==> src/rtl/drlp_cfg_seq.sv <==
// Layer configuration sequencer: fetches six descriptor words per layer, writes them to the
// config bank (start bit set on the last word), waits for the array, then clears the start bit.
module drlp_cfg_seq (
    input  logic        i_clk,
    input  logic        i_rst_n,
    input  logic        i_go,
    input  logic        i_abort,
    input  logic [7:0]  i_layer_num,
    input  logic [11:0] i_desc_base,
    output logic [11:0] o_mem_addr,
    output logic        o_mem_rd_en,
    input  logic [31:0] i_mem_rdata,
    output logic [31:0] o_cfg,
    output logic [2:0]  o_cfg_addr,
    output logic        o_cfg_wr_en,
    input  logic        i_layer_done,
    output logic        o_busy,
    output logic        o_done,
    output logic [7:0]  o_layer_idx
);

    typedef enum logic [2:0] {
        S_IDLE,
        S_FETCH,
        S_WRITE,
        S_WAIT,
        S_CLEAR,
        S_DONE
    } state_t;

    localparam logic [2:0] START_IDX = 3'd5;

    state_t      state_reg, state_next;
    logic [2:0]  k_reg, k_next;
    logic [7:0]  layer_idx_reg, layer_idx_next;
    logic [7:0]  layer_num_reg, layer_num_next;
    logic [11:0] layer_base_reg, layer_base_next;
    logic [31:0] held_reg, held_next;
    logic        abort_reg, abort_next;

    always_ff @(posedge i_clk or negedge i_rst_n) begin
        if (!i_rst_n) begin
            state_reg      <= S_IDLE;
            k_reg          <= '0;
            layer_idx_reg  <= '0;
            layer_num_reg  <= '0;
            layer_base_reg <= '0;
            held_reg       <= '0;
            abort_reg      <= 1'b0;
        end else begin
            state_reg      <= state_next;
            k_reg          <= k_next;
            layer_idx_reg  <= layer_idx_next;
            layer_num_reg  <= layer_num_next;
            layer_base_reg <= layer_base_next;
            held_reg       <= held_next;
            abort_reg      <= abort_next;
        end
    end

    always_comb begin
        state_next      = state_reg;
        k_next          = k_reg;
        layer_idx_next  = layer_idx_reg;
        layer_num_next  = layer_num_reg;
        layer_base_next = layer_base_reg;
        held_next       = held_reg;
        abort_next      = abort_reg;
        o_mem_addr      = '0;
        o_mem_rd_en     = 1'b0;
        o_cfg           = '0;
        o_cfg_addr      = '0;
        o_cfg_wr_en     = 1'b0;

        case (state_reg)
            S_IDLE: begin
                if (i_go) begin
                    layer_num_next  = i_layer_num;
                    layer_base_next = i_desc_base;
                    layer_idx_next  = '0;
                    k_next          = '0;
                    abort_next      = 1'b0;
                    state_next      = (i_layer_num == 8'd0) ? S_DONE : S_FETCH;
                end
            end
            S_FETCH: begin
                o_mem_rd_en = 1'b1;
                o_mem_addr  = layer_base_reg + {9'd0, k_reg};
                state_next  = i_abort ? S_DONE : S_WRITE;
            end
            S_WRITE: begin
                // An abort here drops the word that would have been written this cycle.
                if (i_abort) begin
                    state_next = S_DONE;
                end else begin
                    o_cfg_wr_en = 1'b1;
                    o_cfg_addr  = k_reg;
                    o_cfg       = i_mem_rdata;
                    if (k_reg == START_IDX) begin
                        o_cfg[0]   = 1'b1;
                        held_next  = {i_mem_rdata[31:1], 1'b0};
                        state_next = S_WAIT;
                    end else begin
                        k_next     = k_reg + 3'd1;
                        state_next = S_FETCH;
                    end
                end
            end
            S_WAIT: begin
                if (i_abort) begin
                    abort_next = 1'b1;
                    state_next = S_CLEAR;
                end else if (i_layer_done) begin
                    state_next = S_CLEAR;
                end
            end
            S_CLEAR: begin
                o_cfg_wr_en = 1'b1;
                o_cfg_addr  = START_IDX;
                o_cfg       = held_reg;
                // 9-bit compare so a 255-layer run ends on index 254 instead of wrapping.
                if (abort_reg || ({1'b0, layer_idx_reg} + 9'd1 == {1'b0, layer_num_reg})) begin
                    state_next = S_DONE;
                end else begin
                    layer_idx_next  = layer_idx_reg + 8'd1;
                    layer_base_next = layer_base_reg + 12'd6;
                    k_next          = '0;
                    state_next      = S_FETCH;
                end
            end
            S_DONE: begin
                state_next = S_IDLE;
            end
            default: begin
                state_next = S_IDLE;
            end
        endcase
    end

    assign o_busy      = (state_reg != S_IDLE);
    assign o_done      = (state_reg == S_DONE);
    assign o_layer_idx = layer_idx_reg;

endmodule

==> config.mk <==
export PLATFORM = sky130hd
export DESIGN_NAME = drlp_cfg_seq
export DESIGN_NICKNAME = d
export VERILOG_FILES = /design/src/rtl/drlp_cfg_seq.sv
export SDC_FILE = /design/constraint.sdc
export NUM_CORES = 1
export LEC_CHECK = 0
export CAP_MARGIN = 20
export CORE_ASPECT_RATIO = 0.5
export CORE_MARGIN = 1.5
export CORE_UTILIZATION = 49
export DETAILED_ROUTE_END_ITERATION = 8
export GPL_TIMING_DRIVEN = 0
export PLACE_DENSITY = 0.89
export SLEW_MARGIN = 20
export SYNTH_ARGS = -nofsm -noshare
export SYNTH_HDL_FRONTEND = slang
export SYNTH_SLANG_ARGS = --single-unit
==> constraint.sdc <==
create_clock -name i_clk -period 3.1 [get_ports i_clk]
set_input_delay 0.31 -clock i_clk [delete_from_list [all_inputs] [get_ports i_clk]]
set_output_delay 0.31 -clock i_clk [all_outputs]
set_load 0.01 [all_outputs]
==> key figures, run 1 <==
Status
  – Status: complete, no violations

Synth
  – Synthesized area per cell: about 9.6 µm²
  – Top_reg_cell synth: dfrtp_1
  – Syn nets: roughly 490
  – Synth async-reset ratio: between 90% and 100%
  – Synthesized area: between 4000 and 5000 µm²
  – Sequential fraction of the synthesis area: roughly 40%
  – Number of cells produced by synthesis: about 430
  – Yosys warnings: 0
  – Netlist cell types: 66
  – Synthesized flop and latch total: 66
  – EDFF count, synth: 0

Route
  – DR iter-0 viols: between 200 and 300
  – WL final: roughly 12000 µm
  – Post-route DRC: 0
  – Via count of the routed design: 3980
  – Antenna-violating nets left: 0
  – DR pass1 iterations: 6
  – Vias/cell: 5.93
  – WL/cell: approximately 18 µm

Timing
  – Final min period: around 3 ns
  – Max-slew violations: 0
  – Worst-margin pin slew: approximately 0.8 ns
  – Period utilization: between 90% and 100%
  – Setup repair after global routing missed its margin: false
  – Final setup viols: 0
  – Hold WS: 0.438 ns
  – Final hold vios: 0
  – Clock skew: ~0.0086 ns
  – Fmax achieved: 343 MHz
  – Slew headroom: a little under half

Power
  – Sequential power share: about 30%
  – Leakage: 0.00249 µW
  – Pwr dens: approximately 730 nW/µm²
  – IR drop worst, VDD: around 0.00035 V
  – Internal Power: around 2500 µW
  – Clock share of power: between 20% and 30%
  – Net switching power: 1670 µW
  – Sw Ratio: 39.8%
  – Combinational power share: between 40% and 50%

Floorplan
  – Rows: 23
  – Die width: roughly 130 µm
  – # IOs: 116
  – Initial Util: about half
  – Die Footprint: 8950 µm²
  – Core area: 8060 µm²
  – Height of the die: ~68 µm

Layout
  – Commonest non-fill, non-tap cell in the layout: clkdlybuf4s50_1
  – Post-route cell area: around 5700 µm²
  – Area delta synth->final: 40.1%
  – Diode count: 0
  – Layout net count: between 600 and 700
  – Share of post-route cells with drive strength above 1: between 10% and 20%
  – Most frequent cells in the layout: 112 x clkdlybuf4s50_1, 64 x dfrtp_1, 55 x nand2_1
  – Max reg flops: 31
  – FILL cells: between 600 and 700
  – Fin cells: ~670

CTS
  – Clock root cell: clkbuf_16
  – # clock sinks: 66
  – CTS tree: done
  – CTS clk-pin slew, worst paths: 0.05 ns
  – TritonCTS buffer count: 9
  – Bufs on Longest Clock Path: 2
  – H-tree depth: 3
  – Worst-skew pair later-pin latency: 0.34 ns

Global routing
  – Global route overflow: 0
  – Initial antenna violation count: 0
  – First-pass GRT wire length: between 15000 and 20000 µm
  – Routing usage on met2: 47.4%
  – GR Layer Usage met3: under 10%
  – GRT met1 Usage: about a third
  – Grt peak-use layer: met2
  – Pin count of the biggest net entering global routing: 42
  – Vias in the first global route: a little under 4000
  – GR Util All Layers: 27.7%

Worst hold path
  – Min-Delay Path Class: primary input to async pin

Run
  – MaxCap Viol Count: 0

Worst setup path
  – Crit path max fanout: 10
  – Setup CP Type: flop to output port
  – Critical path capture point type: output port
  – WP data arrival: approximately 2.6 ns
  – Worst Path Required: between 2 and 3 ns
  – Crit start category: flop

Placed design
  – Post-detail-place hpwl: about 8000 µm
  – DP Area: 5390 µm²
  – Placed Cells: roughly 660
  – RD Place Congestion: 0.894
  – Port buffer count: 114
==> power groups by stage <==
stage	clock [µW]	sequential [µW]	combinational (µW)
2_1_floorplan	0	1190	1180
3_3_place_gp	0	1220	1790
3_5_place_dp	0	1230	1830
4_1_cts	1040	1220	1900
5_1_grt	1070	1270	2090
6_report	1030	1240	1920
==> synth_stat cells, types with 3 or more instances <==
library cell	number	area, µm²
nand2_1	55	206
a21o_1	3	22.5
or2_2	3	18.8
and3_1	9	56.3
xor2_1	5	43.8
nor2_1	32	120
o211ai_1	4	30.0
nand4_1	3	18.8
mux2_2	29	327
nor4_1	6	37.5
nor2b_1	4	25.0
clkbuf_1	22	82.6
dfrtp_1	66	1650
a22o_1	31	272
o21ai_0	17	85.1
xnor2_1	12	105
o32ai_1	3	26.3
o22ai_1	4	25.0
or3_1	4	25.0
a221o_1	4	40.0
inv_1	10	37.5
a31oi_1	5	31.3
mux2_1	3	33.8
nand3_1	6	30.0
nand2b_1	3	18.8
ha_1	7	87.6
a21oi_1	12	60.1
buf_6	3	33.8
and2_1	6	37.5
nor3_1	8	40.0
buf_2	6	30.0
==> area by class of cell <==
class / instances / area, µm² / share of cell area, %
Multi-Input combinational cell: 319 / 2270 / 39.6
Sequential cell: 66 / 1650 / 28.8
Timing Repair Buffer: 117 / 1170 / 20.5
Clock buffer: 12 / 246 / 4.30
Buffer: 30 / 156 / 2.73
Tap cell: 112 / 140 / 2.44
Clock inverter: 4 / 51.3 / 0.894
Inverter: 11 / 42.5 / 0.742
==> final timing paths <==
kind,start,to,slack [ns],depth (start not counted)
min in group i_clk,i_abort,state_reg[1],0.44,2
max in group asynchronous,i_rst_n,layer_base_reg[1],2.11,3
max reg2reg,o_layer_idx[0],o_layer_idx[7],0.33,9
min reg2reg,held_reg[25],held_reg[25],0.49,1
min,i_rst_n,held_reg[13],0.44,2
max,state_reg[0],o_cfg[18],0.18,6
==> layer usage <==
layer	share of wire (%)	wire [µm]
met1	41	4830
met2	48	5630
met3	8.3	975
met4	3.0	353
met5	0	0
==> metrics by stage <==
stage | total power, µW | setup slack, ns | util (%) | TNS [ns]
detailed placement | 3060 | -0.0759 | 66.9 | -0.410
global route | 4440 | 0.00523 | 71.2 | 0
CTS | 4160 | 0.0962 | 71.1 | 0
floorplan | 2360 | 0.658 | - | 0
finish | 4190 | 0.181 | 71.2 | 0
global placement | 3010 | -0.531 | 66.7 | -35.31
==> repair_timing <==
item / in CTS / in global routing
setup endpoints to repair: 37 / 30
setup buffers: 1 / 0
gates resized for setup: 13 / 4
endpoints found under the hold margin: 25 / 0
pin swaps: 1 / 0
hold buffers: 1 / 0
==> cells by family after synthesis <==
| family | synth area share [%] |
|---|---|
| AOI/OAI and AO/OA | 21.8 |
| buffers and inverters | 4.77 |
| DFF | 40.3 |
| xor gates and xnor gates | 3.64 |
| adders and majority gates | 2.63 |
| muxes | 9.04 |
| and+or+nand+nor | 17.8 |
==> worst max-delay path, stage by stage (launching register included) <==
cell             delay (ns)
dfrtp_1                0.35
clkbuf_1               0.23
nor4b_4                0.41
buf_2                  0.30
clkbuf_2               0.27
a22o_1                 0.16
clkdlybuf4s50_1        0.56
(Power assumes the default switching activity.)
==> run 2: changes to the inputs <==
- CORE_UTILIZATION: 49 -> 52
- PLACE_DENSITY: 0.89 -> 0.93
- clock period: 3.1 -> 3.4 ns (I/O delays scaled with it)
==> run 2 against run 1 <==
Effect of this change: hold slack got worse by 0.012 ns; total power fell by 8.6%; worst setup slack got worse by 0.017 ns; sequential share of layout area fell by 0.050 points; die area fell by 5.6%; non-clock buffer count rose by 3; utilization rose by 5.4 points; design area barely moved; global-route usage rose by 1.4 points; critical path depth rose by 2; largest power group unchanged.
==> key figures, run 2 (same netlist as run 1, synthesis figures left out) <==
Layout
  – Most frequent cells in the layout: 113 x clkdlybuf4s50_1, 66 x dfrtp_1, 55 x nand2_1
  – FILL cells: 523
  – Diode count: 0
  – Post-route cell area: 5740 µm²
  – Final Util: 76.6%
  – Share of post-route cells with drive strength above 1: roughly 14%
  – Commonest non-fill, non-tap cell in the layout: clkdlybuf4s50_1
  – Max reg flops: 31
  – Layout net count: 622
  – Area delta synth->final: 40.1%

Placed design
  – DP Area: between 5000 and 6000 µm²
  – Port buffer count: roughly 110
  – Post-detail-place hpwl: ~7900 µm
  – RD Place Congestion: between 0.8 and 0.9

Timing
  – Worst-margin pin slew: about 0.8 ns
  – Clock skew: roughly 0.0081 ns
  – Slew headroom: between 40% and 50%
  – Setup repair after global routing missed its margin: false
  – Max-slew violations: 0
  – Final hold vios: 0
  – Period utilization: around 95%
  – Final min period: 3.24 ns
  – Fmax achieved: a little over 300 MHz
  – Final setup viols: 0

Global routing
  – Pin count of the biggest net entering global routing: 43
  – GR Util All Layers: 29.1%
  – Vias in the first global route: between 3000 and 4000
  – First-pass GRT wire length: roughly 19000 µm
  – Global route overflow: 0
  – Initial antenna violation count: 0

CTS
  – CTS tree: done
  – # clock sinks: 66
  – Worst-skew pair later-pin latency: about 0.34 ns
  – TritonCTS buffer count: 9
  – Bufs on Longest Clock Path: 2
  – CTS clk-pin slew, worst paths: roughly 0.06 ns
  – H-tree depth: 3
  – Clock root cell: clkbuf_16

Power
  – Total Power: between 3000 and 4000 µW
  – IR drop worst, VDD: roughly 0.00031 V
  – Leakage: ~0.0025 µW
  – Pwr dens: ~670 nW/µm²

Worst setup path
  – Reg2reg end: layer_base_reg[10]
  – R2R setup slack: approximately 0.62 ns
  – R2R Path Start: o_layer_idx[0]
  – Crit path max fanout: 8
  – WP data arrival: between 2 and 3 ns
  – R2R depth: 8
  – Crit start category: flop
  – Critical path capture point type: output port
  – Worst Path Required: 3.06 ns
  – Setup CP Type: flop to output port

Route
  – WL/cell: approximately 17 µm
  – Vias/cell: about 6
  – DR iter-0 viols: approximately 300
  – Via count of the routed design: 4024
  – DR pass1 iterations: 5
  – WL final: ~12000 µm
  – Antenna-violating nets left: 0
  – Post-route DRC: 0

Status
  – Status: complete, no violations

Floorplan
  – # IOs: between 100 and 150
  – Height of the die: ~66 µm
  – Core area: between 7000 and 8000 µm²
  – Die Footprint: about 8400 µm²
  – Rows: 22
  – Initial Util: a little over half
  – Die width: approximately 130 µm

Worst hold path
  – Hold depth: 2
  – Worst Hold End: state_reg[1]
  – Min-Delay Path Class: primary input to flop
  – Worst Hold Launch: i_abort

Run
  – MaxCap Viol Count: 0
==> run 2: changes by cell type in the layout (fill, tap and decap cells not counted), moves of 2 or more <==
cell	delta
clkbuf_2	-3
clkbuf_1	+5
clkbuf_8	+2
dfrtp_2	-2
dfrtp_1	+2
==> run 2: routing by layer <==
| metal | global-route usage (%) | routed length [µm] | vias to the layer above |
|---|---|---|---|
| li1 | - | - | 1824 |
| met1 | 36.5 | 4690 | 1947 |
| met2 | 49.1 | 5720 | 208 |
| met3 | 8.22 | 976 | 45 |
| met4 | 9.83 | 300 | 0 |
| met5 | 0 | 0 | - |
==> run 2: area by class of cell <==
type                       count  area (µm²)  share of cell area (%)
clock inverter                 2        35.0                   0.611
multi-input combinational    319        2260                    39.4
timing repair buffer         118        1180                    20.6
inverter                      11        41.3                   0.720
sequential                    66        1650                    28.8
tap                          108         135                    2.36
buffer                        32         159                    2.77
clock buffer                  13         270                    4.71
==> run 2: worst max-delay path by stage <==
stage / depth (start not counted) / end / slack (ns) / startpoint
detailed placement: 6 / o_cfg[10] / 0.24 / state_reg[2]
CTS: 6 / o_cfg[10] / 0.003 / state_reg[2]
finish: 8 / o_mem_addr[11] / 0.16 / layer_base_reg[1]
floorplan: 9 / o_layer_idx[6] / 0.96 / o_layer_idx[0]
global route: 6 / o_cfg[31] / 0.05 / state_reg[2]
global placement: 1 / o_layer_idx[2] / -0.26 / i_rst_n
==> run 2: power breakdown <==
| group | internal, µW | total (µW) | leakage (µW) | switching, µW |
|---|---|---|---|---|
| registers | 941 | 1120 | 0.000872 | 181 |
| logic | 771 | 1760 | 0.00147 | 985 |
| clock network | 622 | 954 | 0.000152 | 332 |
==> run 2: per-stage QoR <==
step                      TNS, ns  cells  hold WS [ns]  worst slack, ns
after floorplan                 0    428        0.0444            0.958
after global placement     -16.58    650         0.467           -0.257
after detailed placement        0    651         0.267            0.240
after CTS                       0    667         0.415          0.00343
after global routing            0    669         0.450           0.0538
final                           0    669         0.426            0.164
==> run 2: timing repair <==
action                                  in CTS  in global routing
gates resized for setup                      2                  8
hold endpoints to repair                    24                  0
endpoints found under the setup margin      17                 32
hold buffers                                 1                  0
cloned                                       0                  0
setup buffers                                0                  2
==> run 2: worst max-delay path, stage by stage, from the launching register on <==
cell             delay, ns
dfrtp_1               0.48
ha_1                  0.33
a21o_1                0.10
a21oi_1               0.09
or2_2                 0.29
clkbuf_1              0.17
or3_1                 0.36
a21oi_1               0.18
clkdlybuf4s50_1       0.56
==> run 3: changes to the inputs <==
--- a/config.mk
+++ b/config.mk
@@ -10,6 +10,7 @@
 export CORE_MARGIN = 1.5
-export CORE_UTILIZATION = 52
+export CORE_UTILIZATION = 44
 export DETAILED_ROUTE_END_ITERATION = 8
 export GPL_TIMING_DRIVEN = 0
-export PLACE_DENSITY = 0.93
+export HOLD_SLACK_MARGIN = 0.15
+export PLACE_DENSITY = 0.85
 export SLEW_MARGIN = 20
==> constraint.sdc (replaced) <==
create_clock -name i_clk -period 2.95 [get_ports i_clk]
set_input_delay 0.295 -clock i_clk [delete_from_list [all_inputs] [get_ports i_clk]]
set_output_delay 0.295 -clock i_clk [all_outputs]
set_load 0.02 [all_outputs]
==> run 3 against run 2 <==
Effect of this change: non-clock buffer count decreased by 3; clock power increased by 2%; worst setup slack improved by 0.011 ns; combinational power increased by 16%; total power increased by 13%; first-iteration DRC count decreased by 26%; critical path depth decreased by 3; sequential cell count unchanged; hold slack got worse by 0.020 ns; clock-buffer cell count decreased by 4; sequential power increased by 18%; the flow now finishes with violations (DRC); die area increased by 18%.
==> key figures, run 3 (same netlist as run 1, synthesis figures left out) <==
Layout
  – Most frequent cells in the layout: 104 x clkdlybuf4s50_1, 64 x dfrtp_1, 55 x nand2_1
  – Commonest non-fill, non-tap cell in the layout: clkdlybuf4s50_1
  – Diode count: 0
  – Area delta synth->final: 40.0%
  – Max reg flops: 31
  – Share of post-route cells with drive strength above 1: 16.1%
  – Final Util: 64.7%
  – FILL cells: about 710
  – Layout net count: 619

Timing
  – Fmax achieved: approximately 360 MHz
  – Clock skew: 0.00768 ns
  – Final min period: 2.78 ns
  – Worst-margin pin slew: 0.798 ns
  – Final hold vios: 0
  – Hold WS: roughly 0.41 ns
  – Final WS setup: 0.175 ns
  – Setup_tns: 0 ns
  – Slew headroom: a little under half
  – Max-slew violations: 0
  – Setup repair after global routing missed its margin: false
  – Period utilization: between 90% and 100%
  – Final setup viols: 0

Worst setup path
  – Crit start category: flop
  – Critical path capture point type: output port
  – R2R setup slack: about 0.21 ns
  – Setup CP Type: flop to output port
  – Crit path max fanout: 10
  – R2R depth: 9
  – Sequence of cells on the critical path: clkinv_2 > nor3_4 > clkbuf_2 > a22o_1 > clkdlybuf4s50_1
  – Critical Path Max Stage Delay: between 0.6 and 0.7 ns
  – WP data arrival: 2.48 ns
  – R2R Path Start: o_layer_idx[0]
  – Worst Path Required: between 2 and 3 ns
  – Worst path slowest cell: clkdlybuf4s50_1
  – Reg2reg end: layer_base_reg[10]

Floorplan
  – Die width: between 100 and 150 µm
  – Height of the die: approximately 70 µm
  – Core area: about 8900 µm²
  – Rows: 24
  – Die Footprint: 9930 µm²
  – Initial Util: 46.2%
  – # IOs: between 100 and 150

Route
  – WL final: between 10000 and 15000 µm
  – WL/cell: approximately 17 µm
  – Vias/cell: about 5.7
  – Post-route DRC: 2
  – Via count of the routed design: roughly 3800
  – DR pass1 iterations: 7
  – DR iter-0 viols: approximately 230
  – Antenna-violating nets left: 0

Power
  – Pwr dens: between 700 and 800 nW/µm²
  – IR drop worst, VDD: 0.000329 V
  – Total Power: between 4000 and 5000 µW
  – Leakage: approximately 0.0025 µW

Status
  – Status: finished with violations
  – Failing checks: DRC

Global routing
  – Pin count of the biggest net entering global routing: 45
  – Initial antenna violation count: 0
  – Vias in the first global route: between 3000 and 4000
  – GR Util All Layers: 23.3%
  – First-pass GRT wire length: between 15000 and 20000 µm
  – Global route overflow: 0

CTS
  – CTS tree: done
  – Clock root cell: clkbuf_16
  – CTS clk-pin slew, worst paths: 0.06 ns
  – # clock sinks: between 60 and 70
  – Bufs on Longest Clock Path: 2
  – Worst-skew pair later-pin latency: about 0.33 ns
  – TritonCTS buffer count: 9
  – H-tree depth: 3

Placed design
  – Port buffer count: 114
  – Post-detail-place hpwl: between 8000 and 9000 µm
  – DP Worst Slack: -0.306 ns
  – RD Place Congestion: slightly below 0.9

Worst hold path
  – Min-Delay Path Class: primary input to async pin

Run
  – MaxCap Viol Count: 0
[run 3: cell types whose count changed in the layout (fill, tap and decap cells not counted), moves of 2 or more]
cell | before | now
clkbuf_1 | 19 | 12
dlygate4sd2_1 | 0 | 5
clkinvlp_4 | 0 | 3
dlymetal6s2s_1 | 0 | 3
dfrtp_2 | 0 | 2
clkbuf_8 | 3 | 1
dfrtp_1 | 66 | 64
clkdlybuf4s50_1 | 113 | 104
clkbuf_2 | 4 | 7
clkinv_2 | 1 | 4
[run 3: metal layers]
layer,GRT usage [%],up-vias,wire length [µm]
li1,-,1822,-
met1,28.3,1861,4680
met2,40.2,132,5450
met3,6.28,18,825
met4,9.22,0,206
met5,0,-,0
[run 3: worst max-delay path, delay by kind of cell, from the launching register on]
kind	cells	cell delay [ns]
simple gates	1	0.33
buf+inv	3	1.17
flops	1	0.46
compound gates	1	0.19
[run 3: metrics by stage]
stage          instances  area (µm²)
3_3_place_gp         659        5380
3_5_place_dp         660        5410
5_1_grt              676        5730
2_1_floorplan        428        4100
6_report             676        5730
4_1_cts              677        5730
[run 3: cell type report]
type | instances | area (µm²) | share of cell area, %
Timing Repair Buffer | 117 | 1180 | 20.6
Clock buffer | 9 | 225 | 3.93
Inverter | 11 | 42.5 | 0.742
Sequential cell | 66 | 1650 | 28.9
Clock inverter | 7 | 46.3 | 0.808
Multi-Input combinational cell | 319 | 2270 | 39.6
Buffer | 30 | 165 | 2.88
Tap cell | 117 | 146 | 2.55
[run 3: worst max path at each step]
stage / from / endpoint / slack [ns] / cells after the start
finish: state_reg[2] / o_cfg[10] / 0.17 / 5
floorplan: o_layer_idx[0] / o_layer_idx[6] / 0.43 / 9
detailed placement: state_reg[2] / o_cfg[10] / -0.31 / 6
global placement: i_rst_n / o_layer_idx[7] / -0.72 / 1
global route: o_layer_idx[0] / layer_base_reg[3] / 0.007 / 9
CTS: layer_base_reg[1] / o_mem_addr[5] / 0.007 / 8
[run 3: what timing repair did]
| item | 4_1_cts | 5_1_grt |
|---|---|---|
| pin swaps | 1 | 1 |
| hold buffers | 1 | 0 |
| endpoints found under the setup margin | 42 | 36 |
| hold endpoints to repair | 22 | 0 |
| gates resized for setup | 21 | 8 |
| setup buffers | 1 | 0 |
| cloned | 0 | 0 |
[run 3: where the power goes]
part           total, µW  internal, µW  switching (µW)
clock network        970           564             405
logic               2050           862            1180
registers           1320          1090             236
total               4340          2510            1820
